File: config.mk
export PLATFORM = sky130hd
export DESIGN_NAME = imem_boot_ctrl
export DESIGN_NICKNAME = d
export VERILOG_FILES = /design/src/rtl/imem_boot_ctrl_pkg.sv /design/src/rtl/imem_boot_ctrl_sync_edge.sv /design/src/rtl/imem_boot_ctrl.sv
export SDC_FILE = /design/constraint.sdc
export NUM_CORES = 1
export LEC_CHECK = 0
export CAP_MARGIN = 25
export CORE_ASPECT_RATIO = 0.7
export CORE_MARGIN = 3
export CORE_UTILIZATION = 44
export DETAILED_ROUTE_END_ITERATION = 7
export GPL_TIMING_DRIVEN = 0
export PLACE_DENSITY = 0.62
export SLEW_MARGIN = 20
export SYNTH_ARGS = -nofsm -noshare
export SYNTH_HDL_FRONTEND = slang
export SYNTH_SLANG_ARGS = --single-unit
File: constraint.sdc
create_clock -name clk -period 3.99 [get_ports clk]
set_input_delay 0.399 -clock clk [delete_from_list [all_inputs] [get_ports clk]]
set_output_delay 0.399 -clock clk [all_outputs]
set_load 0.005 [all_outputs]
File: src/rtl/imem_boot_ctrl_pkg.sv
// Types and default sizing for the instruction-RAM boot loader.
package boot_pkg;
  localparam int ADDR_W_DEF    = 7;
  localparam int DATA_W_DEF    = 32;
  localparam int MAX_WORDS_DEF = 128;
  localparam int BIT_CNT_W     = $clog2(DATA_W_DEF);

  typedef enum logic [1:0] {
    IDLE = 2'd0,
    LOAD = 2'd1,
    RUN  = 2'd2
  } state_e;
endpackage

File: src/rtl/imem_boot_ctrl_sync_edge.sv
// Two-flop synchronizer for an asynchronous pad with one-cycle rise/fall pulses.
module sync_edge (
  input  logic clk,
  input  logic rst_n,
  input  logic async_i,
  output logic sync_o,
  output logic rise_o,
  output logic fall_o
);
  logic meta_q, sync_q, prev_q;

  always_ff @(posedge clk or negedge rst_n) begin
    if (!rst_n) begin
      meta_q <= 1'b0;
      sync_q <= 1'b0;
      prev_q <= 1'b0;
    end else begin
      meta_q <= async_i;
      sync_q <= meta_q;
      prev_q <= sync_q;
    end
  end

  assign sync_o = sync_q;
  assign rise_o = sync_q & ~prev_q;
  assign fall_o = ~sync_q & prev_q;
endmodule

File: src/rtl/imem_boot_ctrl.sv
// Boot-load sequencer: assembles serial words into instruction RAM and gates the core.
module imem_boot_ctrl
  import boot_pkg::*;
#(
  parameter int ADDR_W    = ADDR_W_DEF,
  parameter int DATA_W    = DATA_W_DEF,
  parameter int MAX_WORDS = MAX_WORDS_DEF
) (
  input  logic              clk,
  input  logic              rst_n,
  input  logic              load_en,
  input  logic              sclk,
  input  logic              sdata,
  output logic              imem_sel,
  output logic              imem_we,
  output logic [ADDR_W-1:0] imem_addr,
  output logic [DATA_W-1:0] imem_wdata,
  output logic              core_run,
  output logic [ADDR_W:0]   word_cnt,
  output logic              load_err
);
  localparam int BCW = $clog2(DATA_W);

  logic load_sync, load_rise, load_fall;
  logic sclk_rise, sclk_sync_unused, sclk_fall_unused;
  logic sdata_meta_q, sdata_sync_q;

  sync_edge u_load_sync (
    .clk(clk), .rst_n(rst_n), .async_i(load_en),
    .sync_o(load_sync), .rise_o(load_rise), .fall_o(load_fall)
  );

  sync_edge u_sclk_sync (
    .clk(clk), .rst_n(rst_n), .async_i(sclk),
    .sync_o(sclk_sync_unused), .rise_o(sclk_rise), .fall_o(sclk_fall_unused)
  );

  // sdata shares the sclk sync depth so it lines up with the detected edge
  always_ff @(posedge clk or negedge rst_n) begin
    if (!rst_n) begin
      sdata_meta_q <= 1'b0;
      sdata_sync_q <= 1'b0;
    end else begin
      sdata_meta_q <= sdata;
      sdata_sync_q <= sdata_meta_q;
    end
  end

  state_e            state_q, state_d;
  logic [1:0]        settle_q, settle_d;
  logic [BCW-1:0]    bit_cnt_q, bit_cnt_d;
  logic [DATA_W-1:0] shift_q, shift_d;
  logic [ADDR_W:0]   word_cnt_q, word_cnt_d;
  logic              err_q, err_d;
  logic              we_q, we_d;
  logic [ADDR_W-1:0] addr_q, addr_d;
  logic [DATA_W-1:0] wdata_q, wdata_d;

  always_ff @(posedge clk or negedge rst_n) begin
    if (!rst_n) state_q <= IDLE;
    else        state_q <= state_d;
  end

  // IDLE waits until the load_en synchronizer holds a real sample
  always_comb begin
    state_d = state_q;
    unique case (state_q)
      IDLE:    if (settle_q == 2'd2) state_d = load_sync ? LOAD : RUN;
      LOAD:    if (load_fall) state_d = RUN;
      RUN:     if (load_rise) state_d = LOAD;
      default: state_d = IDLE;
    endcase
  end

  always_comb begin
    imem_sel = (state_q == LOAD);
    core_run = (state_q == RUN);
  end

  always_comb begin
    settle_d   = settle_q;
    bit_cnt_d  = bit_cnt_q;
    shift_d    = shift_q;
    word_cnt_d = word_cnt_q;
    err_d      = err_q;
    we_d       = 1'b0;
    addr_d     = addr_q;
    wdata_d    = wdata_q;
    if (state_q == IDLE && settle_q != 2'd2) settle_d = settle_q + 2'd1;
    if (state_q != LOAD && state_d == LOAD) begin
      bit_cnt_d  = '0;
      shift_d    = '0;
      word_cnt_d = '0;
      err_d      = 1'b0;
    end else if (state_q == LOAD) begin
      // a closing load_en beats a coincident sclk edge; that bit is lost
      if (load_fall) begin
        if (bit_cnt_q != '0) err_d = 1'b1;
        bit_cnt_d = '0;
      end else if (sclk_rise) begin
        shift_d[bit_cnt_q] = sdata_sync_q;
        if (bit_cnt_q == BCW'(DATA_W - 1)) begin
          bit_cnt_d = '0;
          if (word_cnt_q == (ADDR_W + 1)'(MAX_WORDS)) begin
            err_d = 1'b1;
          end else begin
            we_d       = 1'b1;
            addr_d     = word_cnt_q[ADDR_W-1:0];
            wdata_d    = shift_d;
            word_cnt_d = word_cnt_q + 1'b1;
          end
        end else begin
          bit_cnt_d = bit_cnt_q + 1'b1;
        end
      end
    end
  end

  always_ff @(posedge clk or negedge rst_n) begin
    if (!rst_n) begin
      settle_q   <= '0;
      bit_cnt_q  <= '0;
      shift_q    <= '0;
      word_cnt_q <= '0;
      err_q      <= 1'b0;
      we_q       <= 1'b0;
      addr_q     <= '0;
      wdata_q    <= '0;
    end else begin
      settle_q   <= settle_d;
      bit_cnt_q  <= bit_cnt_d;
      shift_q    <= shift_d;
      word_cnt_q <= word_cnt_d;
      err_q      <= err_d;
      we_q       <= we_d;
      addr_q     <= addr_d;
      wdata_q    <= wdata_d;
    end
  end

  assign imem_we    = we_q;
  assign imem_addr  = addr_q;
  assign imem_wdata = wdata_q;
  assign word_cnt   = word_cnt_q;
  assign load_err   = err_q;
endmodule

==> results.txt, run 1 <==
----------------------------------------------------
[Global route]
  Overall Global Routing Usage ... 0.2107
  Largest net degree at the start of global routing ... a little under 80
  Wire length of the first global-routing pass ... around 20 mm
  Remaining Overflow, GRT ... 0
  Antenna violations before repair ... 0
  Vias in the first global route ... approximately 3,800

[Floorplan]
  Starting density of the core ... 0.4565
  IO Count ... 56
  Standard-cell rows ... 31
  Floorplan core area ... about 10,000 sq um
  Die width ... 130.6 um
  Floorplan die height ... between 90 and 100 um
  Die ar. ... between 10,000 and 15,000 sq um

[Power and ir drop]
  Switching Fraction ... 0.2878
  Power density over the cells ... approximately 410 nW/um^2
  Worst-case vdd ir drop ... approximately 0.27 mV
  Net load switching power ... 686.4 uW
  Relative contribution of the clock network to total power ... 0.391
  Register share of total power ... 0.442
  Leak Pwr ... roughly 2.7 nW
  Logic pwr share ... 0.167
  Total internal power ... between 1.5 and 2 mW

[Logic synthesis]
  Synthesized Nets ... approximately 490
  Leading cell type by number of instances after synthesis ... dfrtp_1
  Distinct cell type count after synthesis ... 49
  Most common library cells after synthesis ... dfrtp_1, nand2_1, mux2i_1
  Proportion of register bits with asynchronous set or reset after synthesis ... 1.000
  Mean post-synth cell area ... between 10 and 15 sq um
  Synth warn ... 0
  Leading post-synthesis cells by cell area ... dfrtp_1, mux2i_1, nand4_1
  Cell area after technology mapping ... around 4800 sq um
  Fraction of the yosys area taken by sequential cells ... 0.5130
  Library cell occupying the most area in the post-synthesis netlist ... dfrtp_1
  Number of flops mapped to enable cells by yosys ... 0
  Synth Instances ... 472
  Synthesized flop and latch total ... ~100
  Synth Flop Type ... dfrtp_1
  Share of the synthesized area in the top cell type ... 0.5130

[CTS]
  Total setup buffers inserted after CTS ... 0
  Root buffer selected by CTS ... clkbuf_16
  Clk pin slew, worst setup/hold paths ... approximately 60 ps
  Clock network latency to the later pin of the worst-skew pair ... 350 ps
  CTS max path bufs ... 2
  Num CTS Buffers ... 9
  TritonCTS clock tree ... built
  Depth of the CTS H-tree ... 3
  Sink count of the clock tree ... 98

[Route]
  Aggregate routed wire length ... roughly 12 mm
  Wire length per cell after detailed routing ... roughly 18 um
  DR pass1 iterations ... 5
  First DRT Iteration DRCs ... a little over 300
  Vias ... between 3,000 and 4,000
  DRC violation count after routing ... 0
  Antenna viol nets, final ... 0
  Avg Vias per Cell ... about 5.8

[Setup path]
  Data required time at the worst endpoint ... approximately 4200 ps
  Critical Path Start Type ... flip-flop
  Worst-path maximum fanout ... 10
  Type of the setup path with the least slack ... flip-flop to flip-flop
  Crit path DAT ... around 2800 ps
  Series of cell instances along the critical path ... ha_1 > and3_1 > ha_1 > and3_1 > buf_4 > nand2_2 > buf_6 > o41ai_1
  Crit path largest cell delay ... roughly 440 ps
  CP Capture Type ... flip-flop
  Top cell family by delay on the critical path ... adder cells
  Worst path buffer plus inverter count ... 2
  Standard cell with the maximum stage delay on the critical path ... dfrtp_1

[Timing]
  Slew margin rel. ... 0.5707
  Share of the clock period used by the worst path ... 0.6521
  Setup repair after global routing missed its margin ... false
  Final hold violation count ... 0
  Min cycle time layout ... 2602 ps
  Setup TNS after final layout ... 0 ps
  Worst hold slack ... ~350 ps
  Number of failing setup endpoints in the final timing report ... 0
  Slew Viols, Final ... 0
  Worst-Margin Slew ... approximately 640 ps
  Clk_skew ... ~6.0 ps
  Fmax ... 0.3843 GHz

[Cells and area]
  Final standard cell area without fillers ... ~5900 sq um
  Number of inserted diodes ... 0
  Layout-stage area growth over the synthesis result ... 22.48%
  Nets@finish ... ~550
  Share of layout cells above drive strength 1 ... 0.08257

[Status]
  Run status ... complete, no violations

[Placed design]
  Placer Congestion ... roughly 0.87
  PortBufs ... 55
  DP Area ... approximately 5500 sq um
  HPWL after detailed placement ... ~8.4 mm

[Worst hold path]
  Classification of the worst-slack hold path ... flip-flop to flip-flop

[Flow run]
  Max-cap viol count ... 0

----------------------------------------------------
## sequential cells by signal (all words and copies together) (netlist names)
| signal | count |
|---|---|
| imem_wdata | 32 |
| shift_q | 32 |
| word_cnt | 8 |
| imem_addr | 7 |
| bit_cnt_q | 5 |
| settle_q | 2 |
| state_q | 2 |
| imem_we | 1 |
| load_err | 1 |
| sdata_meta_q | 1 |
| sdata_sync_q | 1 |
| u_load_sync.meta_q | 1 |
| u_load_sync.prev_q | 1 |
| u_load_sync.sync_o | 1 |
| u_sclk_sync.meta_q | 1 |
| u_sclk_sync.prev_q | 1 |
| u_sclk_sync.sync_o | 1 |
## power groups by stage
stage                     Combinational (mW)  Sequential (mW)  Clock [mW]
final                                  0.399             1.06       0.931
after global routing                   0.436             1.06       0.988
after CTS                              0.397             1.05       0.949
after detailed placement               0.394             1.07           0
after global placement                 0.389             1.07           0
after floorplan                        0.227             1.06           0
## stage by stage
step / cells / utilization / setup slack [ps] / total power [mW]
after detailed placement: 660 / 0.5276 / 1445 / 1.468
after global placement: 659 / 0.5249 / -1201 / 1.462
final: 677 / 0.5591 / 1388 / 2.385
after CTS: 677 / 0.5591 / 1424 / 2.401
after global routing: 677 / 0.5591 / 1269 / 2.484
after floorplan: 472 / - / 1856 / 1.290
## layout by cell type (no fill, tap or decap), types with 2 or more instances in the layout
master / n
inv_1: 9
nand2_1: 39
nor3_1: 3
clkbuf_16: 9
or3_1: 2
and3_1: 4
mux2i_1: 38
ha_1: 8
bufinv_16: 2
buf_6: 3
a21oi_1: 35
dfrtp_1: 98
nor2_1: 9
nor2b_1: 6
o21a_1: 3
nand3_1: 28
nand4_1: 33
nand2b_1: 3
clkdlybuf4s50_1: 54
clkbuf_1: 37
nor3b_2: 3
a32o_1: 2
clkinv_2: 2
mux2_2: 12
nand3b_1: 2
buf_2: 6
o31ai_1: 2
a31oi_1: 31
o21ai_0: 32
and3b_1: 3
## what timing repair did
item,in CTS,in global routing
hold buffers,1,0
resized for setup,0,0
hold endpoints to repair,22,0
## cells by family (layout without fill, tap and decap cells)
family | Yosys count | count (layout) | share of synthesized area
xor+xnor | 1 | 1 | 0.001832
mux | 50 | 50 | 0.1078
compound gates | 114 | 114 | 0.1371
fa+ha+maj | 8 | 8 | 0.02094
simple gates | 146 | 146 | 0.1706
flops | 98 | 98 | 0.5130
buf+inv | 55 | 128 | 0.04868
## cell type report
class / count / area, sq um
fillers: 916 / 4617
flip-flops and latches: 98 / 2452
multi-input cells: 319 / 2096
repair buffers: 57 / 589.3
clock buffers: 11 / 242.7
plain buffers: 46 / 198.9
well taps: 132 / 165.2
clock inverters: 5 / 77.57
inverters: 9 / 33.78
## final timing paths
kind | start | cells after the start | slack (ps) | endpoint
worst min-delay path | u_sclk_sync.meta_q$_DFF_PN0_ | 0 | 350 | u_sclk_sync.sync_o$_DFF_PN0_
worst max-delay path | bit_cnt_q[1]$_DFFE_PN0P_ | 8 | 1390 | word_cnt[3]$_DFFE_PN0P_
worst min register to register | u_sclk_sync.meta_q$_DFF_PN0_ | 0 | 350 | u_sclk_sync.sync_o$_DFF_PN0_
max in group asynchronous | rst_n | 3 | 2880 | u_load_sync.prev_q$_DFF_PN0_
min in group asynchronous | rst_n | 2 | 470 | imem_wdata[10]$_DFFE_PN0P_
worst max register to register | bit_cnt_q[1]$_DFFE_PN0P_ | 8 | 1390 | word_cnt[3]$_DFFE_PN0P_
## routing by layer
layer / routed length [um] / global-route usage
met4: 124 / 0.04366
met1: 6333 / 0.3360
met2: 5209 / 0.2950
met3: 519 / 0.04110
met5: 0 / 0
Note: power is estimated with default switching activity, not from simulation.
==> inputs of run 2 (changes only) <==
Settings changed: PLACE_DENSITY 0.62 to 0.65.
Clock period 3.99 ns to 2.2 ns, I/O delays scaled along.
==> run 2 against run 1 <==
Against the previous run: total power is 90% higher; critical path depth stayed put; worst setup slack worse by 1300 ps; core utilization is 1.1 points higher; sequential cell count stayed put; register-to-register slack worse by 1300 ps; non-clock buffer count is 3 higher; via count is 2.3% higher; critical endpoint is now imem_addr[3]$_DFFE_PN0P_; highest routed layer unchanged.
==> results.txt, run 2 (synthesized netlist as in run 1, its figures left out) <==
----------------------------------------------------
[Status]
  Run status ... complete, no violations (unchanged)

[Route]
  First DRT Iteration DRCs ... 352 (was 302)
  Wire length per cell after detailed routing ... 18.06 um (was 18.00 um)
  DRC violation count after routing ... 0 (unchanged)
  Antenna viol nets, final ... 0 (unchanged)
  Avg Vias per Cell ... 5.878 (was 5.774)
  Aggregate routed wire length ... 12.28 mm (was 12.19 mm)
  DR pass1 iterations ... 5 (unchanged)
  Vias ... 3,997 (was 3,909)

[Cells and area]
  Most frequent cells in the layout ... dfrtp_1, clkdlybuf4s50_1, nand2_1, mux2i_1, a21oi_1 (was dfrtp_1, clkdlybuf4s50_1, nand2_1, mux2i_1, clkbuf_1)
  Number of inserted filler cells in the final layout ... 929 (was 916)
  Layout-stage area growth over the synthesis result ... 24.94% (was 22.48%)
  Area used by sequential logic in the layout ... 2456 sq um (was 2452 sq um)
  Share of layout cells above drive strength 1 ... 0.1150 (was 0.08257)
  Leading cell type in the layout, fill and taps excluded ... dfrtp_1 (unchanged)
  Final standard cell area without fillers ... 5973 sq um (was 5856 sq um)
  Area taken by multi-input logic gates ... 2137 sq um (was 2096 sq um)
  Number of inserted diodes ... 0 (unchanged)
  Nets@finish ... 556 (was 553)

[Placed design]
  DP Area ... 5525 sq um (unchanged)
  Post-place setup slack ... -360.3 ps (was 1445 ps)
  HPWL after detailed placement ... 8.328 mm (was 8.365 mm)
  PortBufs ... 55 (unchanged)
  Placer Congestion ... 0.9124 (was 0.8720)

[Timing]
  Fmax ... 0.4763 GHz (was 0.3843 GHz)
  Worst-Margin Slew ... 580.8 ps (was 639.6 ps)
  Post-route worst setup slack ... 100.6 ps (was 1388 ps)
  Setup repair after global routing missed its margin ... false (unchanged)
  Slew margin rel. ... 0.6128 (was 0.5707)
  Min cycle time layout ... 2099 ps (was 2602 ps)
  Slew Viols, Final ... 0 (unchanged)
  Clk_skew ... 7.310 ps (was 5.959 ps)
  Share of the clock period used by the worst path ... 0.9543 (was 0.6521)
  Number of failing setup endpoints in the final timing report ... 0 (unchanged)
  Final hold violation count ... 0 (unchanged)

[Floorplan]
  IO Count ... 56 (unchanged)
  Floorplan die height ... 93.21 um (unchanged)
  Standard-cell rows ... 31 (unchanged)
  Die ar. ... 12,170 sq um (unchanged)
  Floorplan core area ... 10,470 sq um (unchanged)
  Starting density of the core ... 0.4565 (unchanged)
  Die width ... 130.6 um (unchanged)

[Setup path]
  Reg2reg path depth ... 8 (unchanged)
  CP Capture Type ... flip-flop (unchanged)
  Reg-to-reg slack, setup ... 100 ps (was 1390 ps)
  Crit path largest cell delay ... 450 ps (was 440 ps)
  Cell occurring most often along the worst timing path ... ha_4
  Critical R2R Capture ... imem_addr[3]$_DFFE_PN0P_ (was word_cnt[3]$_DFFE_PN0P_)
  Crit path DAT ... 2330 ps (was 2840 ps)
  Data required time at the worst endpoint ... 2430 ps (was 4230 ps)
  Series of cell instances along the critical path ... ha_4 > and3_4 > ha_4 > and3_1 > buf_4 > nand2_4 > buf_8 > mux2_2 (was ha_1 > and3_1 > ha_1 > and3_1 > buf_4 > nand2_2 > buf_6 > o41ai_1)
  Standard cell with the maximum stage delay on the critical path ... dfrtp_2 (was dfrtp_1)
  Worst-path maximum fanout ... 10 (unchanged)
  Critical Path Start Type ... flip-flop (unchanged)
  Worst path buffer plus inverter count ... 2 (unchanged)
  Type of the setup path with the least slack ... flip-flop to flip-flop (unchanged)
  Top cell family by delay on the critical path ... simple AND/OR/NAND/NOR gates (was adder cells)
  Worst reg2reg startpoint ... bit_cnt_q[0]$_DFFE_PN0P_ (was bit_cnt_q[1]$_DFFE_PN0P_)

[Global route]
  Wire length of the first global-routing pass ... 20.16 mm (was 20.27 mm)
  Remaining Overflow, GRT ... 0 (unchanged)
  Met2 GRT Util ... 0.3056 (was 0.2950)
  Antenna violations before repair ... 0 (unchanged)
  Overall Global Routing Usage ... 0.2116 (was 0.2107)
  Global Route met1 Usage ... 0.3260 (was 0.3360)
  Met3 usage in global routing ... 0.04110 (unchanged)
  Vias in the first global route ... 3,747 (was 3,803)
  Largest net degree at the start of global routing ... 81 (was 77)
  Most utilized layer in the global route result ... met1 (unchanged)

[Flow run]
  Max-cap viol count ... 0 (unchanged)

[CTS]
  Depth of the CTS H-tree ... 3 (unchanged)
  Root buffer selected by CTS ... clkbuf_16 (unchanged)
  TritonCTS clock tree ... built (unchanged)
  CTS max path bufs ... 2 (unchanged)
  Clock network latency to the later pin of the worst-skew pair ... 350 ps (about the same)
  Num CTS Buffers ... 9 (unchanged)
  Clk pin slew, worst setup/hold paths ... 70 ps (was 60 ps)
  Sink count of the clock tree ... 98 (unchanged)

[Power and ir drop]
  Power density over the cells ... 757.3 nW/um^2 (was 407.3 nW/um^2)
  Worst-case vdd ir drop ... 0.6143 mV (was 0.2671 mV)
  Leak Pwr ... 2.721 nW (was 2.677 nW)
  Tot Pwr ... 4.524 mW (was 2.385 mW)

[Worst hold path]
  Classification of the worst-slack hold path ... input pin to asynchronous set/reset pin (was flip-flop to flip-flop)

----------------------------------------------------
==> run 2: changes by cell type in the layout (fill, tap and decap cells not counted), sizes merged <==
cell	change
clkbuf	-4
buf	+6
clkinvlp	-1
bufinv	+1
inv	+1
==> run 2: area by class of cell <==
cell class                      count  share of cell area
Timing Repair Buffer               62              0.1049
Inverter                            9            0.005656
Buffer                             44             0.03393
Clock buffer                       10             0.04001
Multi-Input combinational cell    319              0.3578
Tap cell                          132             0.02765
Sequential cell                    98              0.4112
Clock inverter                      6             0.01885
==> run 2: what timing repair did <==
action	in CTS	in global routing
endpoints found under the setup margin	68	56
gates resized for setup	11	11
buffers inserted	0	5
hold buffers	1	0
hold endpoints to repair	18	0
gates cloned	0	0
==> run 2: worst max-delay path by stage <==
stage                                        start                        to  slack [ps]  cells past startpoint
after floorplan           bit_cnt_q[0]$_DFFE_PN0P_  imem_addr[2]$_DFFE_PN0P_          70                      8
after global placement                       rst_n   shift_q[29]$_DFFE_PN0P_       -2750                      1
final                     bit_cnt_q[0]$_DFFE_PN0P_  imem_addr[3]$_DFFE_PN0P_         100                      8
after CTS                 bit_cnt_q[1]$_DFFE_PN0P_  imem_addr[3]$_DFFE_PN0P_          20                      8
after detailed placement  bit_cnt_q[1]$_DFFE_PN0P_   word_cnt[3]$_DFFE_PN0P_        -360                      8
after global routing      bit_cnt_q[0]$_DFFE_PN0P_   word_cnt[3]$_DFFE_PN0P_           2                      8
==> run 2: power by group <==
group	switching [mW]	internal, mW
logic	0.534	0.229
registers	0.0654	1.85
clock network	0.695	1.15
total	1.29	3.23
==> run 2: stage by stage <==
stage	utilization	TNS [ps]	hold WS, ps	cells
after floorplan	-	0	-75.59	472
after global placement	0.5249	-277880	332.8	659
after detailed placement	0.5276	-11760	72.38	660
after CTS	0.5660	0	268.2	676
after global routing	0.5704	0	300.9	680
final	0.5704	0	271.4	680
==> run 2: layer usage <==
| metal | share of wire | up-vias |
|---|---|---|
| li1 | - | 1876 |
| met1 | 0.48 | 1970 |
| met2 | 0.45 | 132 |
| met3 | 0.062 | 19 |
| met4 | 0.014 | 0 |
| met5 | 0 | - |
==> inputs of run 3 (changes only) <==
Clock period 2.2 ns to 1.76 ns, I/O delays scaled along.
==> run 3 against run 2 <==
Against the previous run: the flow now finishes with violations (negative setup slack); register-to-register slack worse by 180 ps; worst setup slack worse by 180 ps; sequential cell count is the same; first-iteration DRC count up 9.9%; wire length increased by 8.3%; die area unchanged; largest power group unchanged; via count is 5.1% higher; critical endpoint is now imem_addr[5]$_DFFE_PN0P_.
==> results.txt, run 3 (synthesized netlist as in run 1, its figures left out) <==
----------------------------------------------------
[Timing]
  Number of failing setup endpoints in the final timing report ... 20 (was 0)
  Post-route worst setup slack ... -77.48 ps (was 100.6 ps)
  Worst hold slack ... 262.5 ps (was 271.4 ps)
  Slew Viols, Final ... 0 (unchanged)
  Worst-Margin Slew ... 474.4 ps (was 580.8 ps)
  Min cycle time layout ... 1837 ps (was 2099 ps)
  Fmax ... 0.5442 GHz (was 0.4763 GHz)
  Setup repair after global routing missed its margin ... true (was false)
  Final hold violation count ... 0 (unchanged)
  Share of the clock period used by the worst path ... 1.044 (was 0.9543)
  Slew margin rel. ... 0.6837 (was 0.6128)
  Clk_skew ... 6.718 ps (was 7.310 ps)

[Worst hold path]
  Hold path start ... sclk
  Classification of the worst-slack hold path ... input pin to flip-flop (was input pin to asynchronous set/reset pin)

[CTS]
  TritonCTS clock tree ... built (unchanged)
  Clock network latency to the later pin of the worst-skew pair ... 350 ps (about the same)
  Clk pin slew, worst setup/hold paths ... 70 ps (about the same)
  CTS max path bufs ... 2 (unchanged)
  Sink count of the clock tree ... 98 (unchanged)
  Root buffer selected by CTS ... clkbuf_16 (unchanged)
  Num CTS Buffers ... 9 (unchanged)
  Depth of the CTS H-tree ... 3 (unchanged)

[Setup path]
  Series of cell instances along the critical path ... ha_4 > and3_4 > ha_4 > and3_4 > nand2_8 > buf_12 > buf_12 > mux2_4 (was ha_4 > and3_4 > ha_4 > and3_1 > buf_4 > nand2_4 > buf_8 > mux2_2)
  Worst path buffer plus inverter count ... 2 (unchanged)
  Crit path largest cell delay ... 390 ps (was 450 ps)
  Type of the setup path with the least slack ... flip-flop to flip-flop (unchanged)
  CP Capture Type ... flip-flop (unchanged)
  Crit path DAT ... 2070 ps (was 2330 ps)
  Worst-path maximum fanout ... 5 (was 10)
  Reg-to-reg slack, setup ... -80 ps (was 100 ps)
  CP startpoint ... bit_cnt_q[1]$_DFFE_PN0P_ (was bit_cnt_q[0]$_DFFE_PN0P_)
  Worst reg2reg startpoint ... bit_cnt_q[1]$_DFFE_PN0P_ (was bit_cnt_q[0]$_DFFE_PN0P_)
  Top cell family by delay on the critical path ... simple AND/OR/NAND/NOR gates (unchanged)
  Critical Path Start Type ... flip-flop (unchanged)
  Standard cell with the maximum stage delay on the critical path ... dfrtp_2 (unchanged)
  Data required time at the worst endpoint ... 1990 ps (was 2430 ps)

[Floorplan]
  Floorplan core area ... 10,470 sq um (unchanged)
  IO Count ... 56 (unchanged)
  Die ar. ... 12,170 sq um (unchanged)
  Die width ... 130.6 um (unchanged)
  Starting density of the core ... 0.4565 (unchanged)
  Floorplan die height ... 93.21 um (unchanged)
  Standard-cell rows ... 31 (unchanged)

[Cells and area]
  Number of inserted filler cells in the final layout ... 843 (was 929)
  Most frequent cells in the layout ... dfrtp_1, clkdlybuf4s50_1, nand2_1, mux2i_1, buf_4 (was dfrtp_1, clkdlybuf4s50_1, nand2_1, mux2i_1, a21oi_1)
  Core Util, Final ... 0.6423 (was 0.5704)
  Final standard cell area without fillers ... 6726 sq um (was 5973 sq um)
  Nets@finish ... 586 (was 556)
  Number of inserted diodes ... 0 (unchanged)
  Share of layout cells above drive strength 1 ... 0.2808 (was 0.1150)
  Layout-stage area growth over the synthesis result ... 40.70% (was 24.94%)
  Leading cell type in the layout, fill and taps excluded ... dfrtp_1 (unchanged)

[Route]
  Aggregate routed wire length ... 13.31 mm (was 12.28 mm)
  First DRT Iteration DRCs ... 387 (was 352)
  Avg Vias per Cell ... 5.925 (was 5.878)
  Wire length per cell after detailed routing ... 18.77 um (was 18.06 um)
  DR pass1 iterations ... 5 (unchanged)
  Vias ... 4,201 (was 3,997)
  DRC violation count after routing ... 0 (unchanged)
  Antenna viol nets, final ... 0 (unchanged)

[Global route]
  Wire length of the first global-routing pass ... 20.96 mm (was 20.16 mm)
  Remaining Overflow, GRT ... 0 (unchanged)
  Largest net degree at the start of global routing ... 52 (was 81)
  Antenna violations before repair ... 0 (unchanged)
  Overall Global Routing Usage ... 0.2196 (was 0.2116)
  Vias in the first global route ... 3,989 (was 3,747)

[Placed design]
  DP Area ... 5598 sq um (was 5525 sq um)
  HPWL after detailed placement ... 8.484 mm (was 8.328 mm)
  PortBufs ... 55 (unchanged)
  Placer Congestion ... 0.9171 (was 0.9124)

[Power and ir drop]
  Worst-case vdd ir drop ... 0.5857 mV (was 0.6143 mV)
  Tot Pwr ... 5.851 mW (was 4.524 mW)
  Power density over the cells ... 869.9 nW/um^2 (was 757.3 nW/um^2)
  Leak Pwr ... 3.094 nW (was 2.721 nW)

[Status]
  Violations in the final reports ... negative setup slack
  Run status ... complete, but fails checks (was complete, no violations)

[Flow run]
  Max-cap viol count ... 0 (unchanged)

----------------------------------------------------
-- run 3: changes by cell type in the layout (fill, tap and decap cells not counted), moves of 19 or more --
cell / change
a21oi_1: -20
a21oi_2: +19
buf_4: +28
clkbuf_1: -26
-- run 3: layout make-up --
type / count / area [sq um] / share of cell area
flip-flops and latches: 98 / 2456 / 0.3651
multi-input cells: 319 / 2430 / 0.3612
repair buffers: 97 / 1008 / 0.1499
plain buffers: 39 / 299.0 / 0.04446
clock buffers: 13 / 270.3 / 0.04018
well taps: 132 / 165.2 / 0.02455
clock inverters: 2 / 60.06 / 0.008929
inverters: 9 / 37.54 / 0.005580
-- run 3: path summary, 6_finish.rpt --
path | end | cells past startpoint
max in group asynchronous | bit_cnt_q[0]$_DFFE_PN0P_ | 3
worst min-delay path | u_sclk_sync.meta_q$_DFF_PN0_ | 1
worst max register to register | imem_addr[5]$_DFFE_PN0P_ | 8
worst min register to register | sdata_sync_q$_DFF_PN0_ | 0
min in group asynchronous | imem_wdata[8]$_DFFE_PN0P_ | 2
worst max-delay path | imem_addr[5]$_DFFE_PN0P_ | 8
-- run 3: per-stage QoR --
stage,TNS [ps],std cells,setup WS (ps)
after global routing,-1824,709,-114.3
final,-921.2,709,-77.48
after detailed placement,-26870,660,-516.4
after CTS,-437.0,695,-88.86
after global placement,-334740,659,-3539
after floorplan,-860.2,472,-122.9
-- run 3: repair_timing --
action | in CTS | in global routing
resized for setup | 54 | 99
hold buffers | 1 | 0
cloned | 1 | 2
pin swaps | 7 | 8
setup buffers | 23 | 15
hold endpoints to repair | 47 | 0
endpoints found under the setup margin | 84 | 85
-- run 3: per-layer routing --
metal	share of wire	routed length [um]	global-route usage
met1	0.49	6540	0.3439
met2	0.44	5867	0.3077
met3	0.055	734	0.04281
met4	0.012	162	0.05993
met5	0	0	0
-- run 3: report_power, final --
| group | switching, mW | internal, mW | total [mW] |
|---|---|---|---|
| combinational | 0.801 | 0.504 | 1.31 |
| sequential | 0.0562 | 2.32 | 2.37 |
| clock | 0.817 | 1.35 | 2.17 |
